## src/rtl/pulse_ts_pkg.sv

```systemverilog
// pulse_ts_pkg: shared types and constants for the pulse timestamper slice.
//   ts_state_e : FSM state encoding (IDLE / HIGH / DEAD)
//   evt_rec_t  : event record {timestamp, tot, saturated} at the default widths;
//                the top builds the same layout from its own width parameters
//   DROP_W     : width of the saturating drop counter
package pulse_ts_pkg;

  localparam int TS_WIDTH_DEF  = 24;
  localparam int TOT_WIDTH_DEF = 8;
  localparam int DROP_W        = 16;

  typedef enum logic [1:0] {
    S_IDLE = 2'd0,
    S_HIGH = 2'd1,
    S_DEAD = 2'd2
  } ts_state_e;

  typedef struct packed {
    logic [TS_WIDTH_DEF-1:0]  timestamp;
    logic [TOT_WIDTH_DEF-1:0] tot;
    logic                     saturated;
  } evt_rec_t;

endpackage

```

## src/rtl/event_fifo.sv

```systemverilog
// event_fifo: synchronous show-ahead FIFO. The head entry is presented on
// o_dout combinationally (zero when empty); a pop takes effect at the edge.
// A push while full is accepted only if a pop happens in the same cycle.
//   i_clk, i_rst    clock, synchronous active-high reset (clears pointers)
//   i_push, i_din   write request and data
//   i_pop           read request (ignored when empty)
//   o_dout          head entry
//   o_full, o_empty status
//   o_level         stored entries, 0..DEPTH
module event_fifo #(
  parameter int DEPTH = 16,
  parameter int W     = 33
) (
  input  logic                     i_clk,
  input  logic                     i_rst,
  input  logic                     i_push,
  input  logic [W-1:0]             i_din,
  input  logic                     i_pop,
  output logic [W-1:0]             o_dout,
  output logic                     o_full,
  output logic                     o_empty,
  output logic [$clog2(DEPTH):0]   o_level
);
  localparam int AW = $clog2(DEPTH);

  logic [W-1:0] r_mem [DEPTH];
  logic [AW:0]  r_wr, r_rd;
  logic         w_do_push, w_do_pop;

  // Pointers carry one extra wrap bit so full and empty are distinguishable.
  assign o_level   = r_wr - r_rd;
  assign o_empty   = (r_wr == r_rd);
  assign o_full    = (o_level == (AW+1)'(DEPTH));
  assign w_do_pop  = i_pop & ~o_empty;
  // When full, the slot being popped is the one written, so the push is safe.
  assign w_do_push = i_push & (~o_full | w_do_pop);
  assign o_dout    = o_empty ? '0 : r_mem[r_rd[AW-1:0]];

  always_ff @(posedge i_clk) begin
    if (w_do_push) r_mem[r_wr[AW-1:0]] <= i_din;
  end

  always_ff @(posedge i_clk) begin
    if (i_rst) begin
      r_wr <= '0;
      r_rd <= '0;
    end else begin
      if (w_do_push) r_wr <= r_wr + 1'b1;
      if (w_do_pop)  r_rd <= r_rd + 1'b1;
    end
  end

endmodule

```

## src/rtl/pulse_timestamper.sv

```systemverilog
// pulse_timestamper: synchronises an asynchronous comparator pulse, timestamps
// each rising edge with a free-running counter, measures time-over-threshold
// and queues one event per pulse in a show-ahead FIFO drained via valid/ready.
// Optional build macro: MIN_WIDTH_FILTER_EN -- discard pulses with ToT below
// MIN_WIDTH (not counted as drops, no deadtime after them).
//   CLK_FAST, RESET_FAST   clock, synchronous active-high reset
//   PULSE_IN               asynchronous comparator output
//   EVT_VALID/EVT_READY    readout handshake for the FIFO head
//   EVT_TIMESTAMP/TOT/SATURATED  head event fields
//   FIFO_LEVEL             stored events
//   DROP_COUNT             events lost to a full FIFO, saturating
module pulse_timestamper
  import pulse_ts_pkg::*;
#(
  parameter int TS_WIDTH   = TS_WIDTH_DEF,
  parameter int TOT_WIDTH  = TOT_WIDTH_DEF,
  parameter int FIFO_DEPTH = 16,
  parameter int DEADTIME   = 8,
  parameter int MIN_WIDTH  = 2
) (
  input  logic                          CLK_FAST,
  input  logic                          RESET_FAST,
  input  logic                          PULSE_IN,
  output logic                          EVT_VALID,
  input  logic                          EVT_READY,
  output logic [TS_WIDTH-1:0]           EVT_TIMESTAMP,
  output logic [TOT_WIDTH-1:0]          EVT_TOT,
  output logic                          EVT_SATURATED,
  output logic [$clog2(FIFO_DEPTH):0]   FIFO_LEVEL,
  output logic [DROP_W-1:0]             DROP_COUNT
);
  localparam int DW = (DEADTIME > 0) ? $clog2(DEADTIME + 1) : 1;
  localparam logic [TOT_WIDTH-1:0] TOT_MAX = '1;
`ifdef MIN_WIDTH_FILTER_EN
  localparam bit FILTER_EN = 1'b1;
`else
  localparam bit FILTER_EN = 1'b0;
`endif

  typedef struct packed {
    logic [TS_WIDTH-1:0]  timestamp;
    logic [TOT_WIDTH-1:0] tot;
    logic                 saturated;
  } evt_t;

  logic                 r_sync1, r_sync2, r_prev;
  logic [1:0]           r_hold;
  logic [TS_WIDTH-1:0]  r_cnt, r_ts;
  logic [TOT_WIDTH-1:0] r_tot;
  logic                 r_sat;
  logic [DW-1:0]        r_dead;
  logic [DROP_W-1:0]    r_drop;
  ts_state_e            r_state, w_state_nxt;

  logic w_rise, w_commit, w_keep, w_push, w_pop, w_full, w_empty;
  evt_t w_evt_in, w_evt_out;

  // Synchroniser, edge detect and timestamp counter. The sync flops clear to
  // 0 on reset, so prev is held high until they have refilled from the pin;
  // otherwise a level already high at release would look like a fresh rise.
  always_ff @(posedge CLK_FAST) begin
    if (RESET_FAST) begin
      r_sync1 <= 1'b0;
      r_sync2 <= 1'b0;
      r_prev  <= 1'b1;
      r_hold  <= 2'b11;
      r_cnt   <= '0;
    end else begin
      r_sync1 <= PULSE_IN;
      r_sync2 <= r_sync1;
      r_prev  <= r_sync2 | r_hold[0];
      r_hold  <= {1'b0, r_hold[1]};
      r_cnt   <= r_cnt + 1'b1;
    end
  end

  assign w_rise = r_sync2 & ~r_prev;
  assign w_keep = !FILTER_EN || (int'(r_tot) >= MIN_WIDTH);
  assign w_push = w_commit & w_keep;

  always_ff @(posedge CLK_FAST) begin
    if (RESET_FAST) r_state <= S_IDLE;
    else            r_state <= w_state_nxt;
  end

  always_comb begin
    w_state_nxt = r_state;
    w_commit    = 1'b0;
    case (r_state)
      S_IDLE: if (w_rise) w_state_nxt = S_HIGH;
      S_HIGH: if (!r_sync2) begin
        w_commit = 1'b1;
        // Filtered pulses skip the deadtime entirely.
        if (!w_keep || DEADTIME == 0) w_state_nxt = S_IDLE;
        else                          w_state_nxt = S_DEAD;
      end
      S_DEAD: if (r_dead == DW'(1)) w_state_nxt = S_IDLE;
      default: w_state_nxt = S_IDLE;
    endcase
  end

  // Event fields and deadtime counter.
  always_ff @(posedge CLK_FAST) begin
    if (RESET_FAST) begin
      r_ts   <= '0;
      r_tot  <= '0;
      r_sat  <= 1'b0;
      r_dead <= '0;
    end else begin
      case (r_state)
        S_IDLE: if (w_rise) begin
          r_ts  <= r_cnt;
          r_tot <= TOT_WIDTH'(1);
          r_sat <= 1'b0;
        end
        S_HIGH: begin
          if (r_sync2) begin
            if (r_tot == TOT_MAX) r_sat <= 1'b1;
            else                  r_tot <= r_tot + 1'b1;
          end else begin
            r_dead <= DW'(DEADTIME);
          end
        end
        S_DEAD: r_dead <= r_dead - 1'b1;
        default: ;
      endcase
    end
  end

  assign w_evt_in = '{timestamp: r_ts, tot: r_tot, saturated: r_sat};
  assign w_pop    = EVT_VALID & EVT_READY;

  event_fifo #(.DEPTH(FIFO_DEPTH), .W($bits(evt_t))) u_fifo (
    .i_clk   (CLK_FAST),
    .i_rst   (RESET_FAST),
    .i_push  (w_push),
    .i_din   (w_evt_in),
    .i_pop   (w_pop),
    .o_dout  (w_evt_out),
    .o_full  (w_full),
    .o_empty (w_empty),
    .o_level (FIFO_LEVEL)
  );

  always_ff @(posedge CLK_FAST) begin
    if (RESET_FAST) r_drop <= '0;
    else if (w_push && w_full && !w_pop && r_drop != '1) r_drop <= r_drop + 1'b1;
  end

  assign EVT_VALID     = ~w_empty;
  assign EVT_TIMESTAMP = w_evt_out.timestamp;
  assign EVT_TOT       = w_evt_out.tot;
  assign EVT_SATURATED = w_evt_out.saturated;
  assign DROP_COUNT    = r_drop;

endmodule

```

## config.mk

```make
export PLATFORM = sky130hd
export DESIGN_NAME = pulse_timestamper
export DESIGN_NICKNAME = d
export VERILOG_FILES = /design/src/rtl/pulse_ts_pkg.sv /design/src/rtl/event_fifo.sv /design/src/rtl/pulse_timestamper.sv
export SDC_FILE = /design/constraint.sdc
export NUM_CORES = 1
export LEC_CHECK = 0
export BUFFER_PORTS_ARGS = -buffer_cell sky130_fd_sc_hd__buf_2
export CAP_MARGIN = 40
export CORE_ASPECT_RATIO = 2
export CORE_MARGIN = 2
export CORE_UTILIZATION = 60
export DETAILED_ROUTE_END_ITERATION = 12
export PLACE_DENSITY_LB_ADDON = 0.25
export SLEW_MARGIN = 10
export SYNTH_ARGS = -nofsm -noshare
export SYNTH_HDL_FRONTEND = slang
export SYNTH_SLANG_ARGS = --single-unit
```

## constraint.sdc

```tcl
create_clock -name CLK_FAST -period 5.6 [get_ports CLK_FAST]
set_input_delay 0.84 -clock CLK_FAST [delete_from_list [all_inputs] [get_ports CLK_FAST]]
set_output_delay 0.84 -clock CLK_FAST [all_outputs]
set_load 0.05 [all_outputs]
```

==> metrics.txt <==
first-pass GRT wire length 76760 um; per-cell routed wire length 26.32 um; smallest hold slack 0.4092 ns; routability congestion estimate from global placement 0.8329; highest achievable clock rate 0.2354 GHz; TritonCTS buffer count 50; number of antenna violations at the first check in global routing 2; status completed; post-synthesis adder-cell area fraction 0.008061; count of antenna-violating nets left after detailed routing 0; ys async rst share 0; Post-Synthesis Mean Instance Area 19.04 um2; number of violations reported at the end of detailed-routing iteration 0 1120; Area growth syn-to-layout 12.05%; cells resized by post-CTS repair 0; measured slew at the worst slew-check pin 0.8657 ns; data arrival time of the critical path 3.41 ns; area of the die 0.04208 mm2; leakage power figure 0.008637 uW; final-report hold violation count 0; number of global-route vias before repair 12490; area of the multi-input gates 0.006130 mm2; Worst slew margin 0.4229; initial core utilization 0.6042; max-capacitance violation count 0; count of input and output buffers 58; fill cell count 2606; category of the most critical setup path flip-flop to output port; CTS clk-pin slew, worst paths 0.07 ns; time the final worst path needs with I/O delays and setup 4.248 ns; unrepaired setup endpoints after global routing no; post-synthesis sequential area ratio 0.7358; count of standard-cell rows 104; placed standard-cell area 0.02554 mm2; slowest cell on the critical path sky130_fd_sc_hd__dfxtp_4; total grt overflow 0; slack of the critical path 1.352 ns; post-synthesis sequential element count 626; largest cells by area after synthesis sky130_fd_sc_hd__edfxtp_1, sky130_fd_sc_hd__mux4_2, sky130_fd_sc_hd__dfxtp_1; Worst Setup End Kind output port; peak per-stage delay on the critical path 0.90 ns; Routed Wire Length 50610 um; combined flip-flop and latch cell area 0.01783 mm2; total of endpoints with negative setup slack in the final report 0; ordered cell list for the critical path buf_4, mux4_2, mux4_2, nor2b_1, buf_2; Final Skew 0.01712 ns; Post-synth top cells sky130_fd_sc_hd__edfxtp_1, sky130_fd_sc_hd__mux4_2, sky130_fd_sc_hd__dfxtp_1; overall global routing resource usage 0.2465; Worst Path Max Fanout 52; placed wire-length estimate after detailed placement 31160 um; maximum number of pins on one net before global-route repair 53; # DRC 0; post-synth top area cell sky130_fd_sc_hd__edfxtp_1; CTS H-Tree Depth 2; Worst VDD drop 0.3080 mV; IO Count 59; startpoint type of the worst setup path flip-flop; final-report max-slew violation count 0; clk sinks 626; DR vias 12130; power density over the cells 313.9 mW/mm2; number of buffers inserted by hold repair at cts 0; Die Width 146.1 um; CTS max path bufs 3; most frequently used cell type in the post-synthesis netlist sky130_fd_sc_hd__edfxtp_1; most used cell along the critical path sky130_fd_sc_hd__mux4_2; Via density 6.306; pre-CTS worst setup slack 1.958 ns; proportion of layout cells with a drive suffix above 1 0.2548; clock latency of the later-clocked register in the worst-skew pair 0.57 ns; critical path data required time 4.76 ns; crit share post-route 0.7585; clock tree from TritonCTS yes; post-synth top area share 0.6548; basic-gate share of the synthesized area counting and, or, nand and nor cells 0.05663; post-synthesis xor/xnor area fraction 0.01338; final total negative setup slack 0 ns; compound-cell area share of the yosys netlist 0.01819; nets@finish 1371; syn nets 1291; top flip-flop cell by instance count after synthesis sky130_fd_sc_hd__edfxtp_1; Non-Filler Cell Area, Final 0.02713 mm2; main combinational cell family by area after synthesis multiplexers; Antenna Cells 0; Distinct cells, synth 43; EDFF count, synth 528; number of warning messages in the yosys log 0; CTS root buffer sky130_fd_sc_hd__clkbuf_16; Post-CTS Setup Inserts 0; drt pass-1 iters 5; Die Height 288.1 um; placeable core region 0.04008 mm2; mux share of post-synthesis cell area 0.1551; Post-Syn Instances 1272; Netlist Area Pre-Place 0.02421 mm2; path category of the worst min-delay check flip-flop to flip-flop
[metal layers]
layer  track usage  wire length, um  share of wire
met1        0.3216            19060           0.38
met2        0.4425            27510           0.54
met3       0.02853             2789          0.055
met4       0.07184             1244          0.025
met5             0               13        0.00026
[stage by stage]
step | util | total power (uW) | std cells
floorplan | - | 5137 | 1272
global placement | 0.6262 | 5152 | 1809
detailed placement | 0.6371 | 5156 | 1830
CTS | 0.6770 | 8571 | 1923
global route | 0.6770 | 8714 | 1923
finish | 0.6770 | 8517 | 1923
[cell usage in the layout (no fill, tap or decap), types with 7 or more instances in the layout]
cell and count:
sky130_fd_sc_hd__a21oi_1 51, sky130_fd_sc_hd__and3_1 7, sky130_fd_sc_hd__and3_2 15, sky130_fd_sc_hd__buf_12 18, sky130_fd_sc_hd__buf_2 58, sky130_fd_sc_hd__clkbuf_1 10
sky130_fd_sc_hd__clkbuf_16 51, sky130_fd_sc_hd__clkinv_1 8, sky130_fd_sc_hd__clkinv_2 14, sky130_fd_sc_hd__dfxtp_1 94, sky130_fd_sc_hd__edfxtp_1 528, sky130_fd_sc_hd__ha_1 14
sky130_fd_sc_hd__inv_1 18, sky130_fd_sc_hd__mux4_2 165, sky130_fd_sc_hd__nand2_1 68, sky130_fd_sc_hd__nand3_1 21, sky130_fd_sc_hd__nand4_1 15, sky130_fd_sc_hd__nor2_1 59
sky130_fd_sc_hd__nor2b_1 42, sky130_fd_sc_hd__o21ai_0 9, sky130_fd_sc_hd__or3_1 11, sky130_fd_sc_hd__xnor2_1 14, sky130_fd_sc_hd__xor2_1 23
[worst max-delay path: cells and delay by family, from the launching register on]
kind	cells	cell delay (ns)
DFF	1	0.90
and+or+nand+nor	1	0.17
muxes	2	0.92
buffers and inverters	2	0.75
[report_power, final]
part	leakage, uW	switching, uW	internal (uW)	total (uW)
sequential	0.00565	5.92	4980	4980
combinational	0.00219	40.5	26.7	67.2
clock	0.000795	1580	1890	3470
total	0.00864	1620	6890	8520
[kinds of logic after synthesis]
group / count (synthesis)
compound gates: 78
xor+xnor: 37
fa+ha+maj: 15
buf+inv: 78
flops: 626
mux: 169
simple gates: 269
[cell type report]
cell class / instances / area share
Sequential cell: 626 / 0.6570
Multi-Input combinational cell: 568 / 0.2259
Tap cell: 530 / 0.02444
Clock buffer: 63 / 0.04944
Inverter: 18 / 0.002490
Timing Repair Buffer: 88 / 0.03127
Clock inverter: 30 / 0.009407
[final timing paths]
check                    to  slack (ns)      startpoint  depth (start not counted)
max              EVT_TOT[6]        1.35       flip-flop                          5
min               r_hold[0]        0.41       r_hold[1]                          1
max reg2reg  DROP_COUNT[11]        2.05  u_fifo.r_wr[0]                          9
min reg2reg       r_hold[0]        0.41       r_hold[1]                          1
[registers in the layout (all words and copies together) (netlist names), named ones only]
name,cells
r_hold,2
r_cnt,24
u_fifo.r_wr,5
DROP_COUNT,16
r_sync1,1
r_sync2,1
r_prev,1
u_fifo.r_mem,528
r_dead,4
r_tot,8
r_ts,24
r_state,2
r_sat,1
u_fifo.r_rd,5
Power figures use the tool's default switching activity.
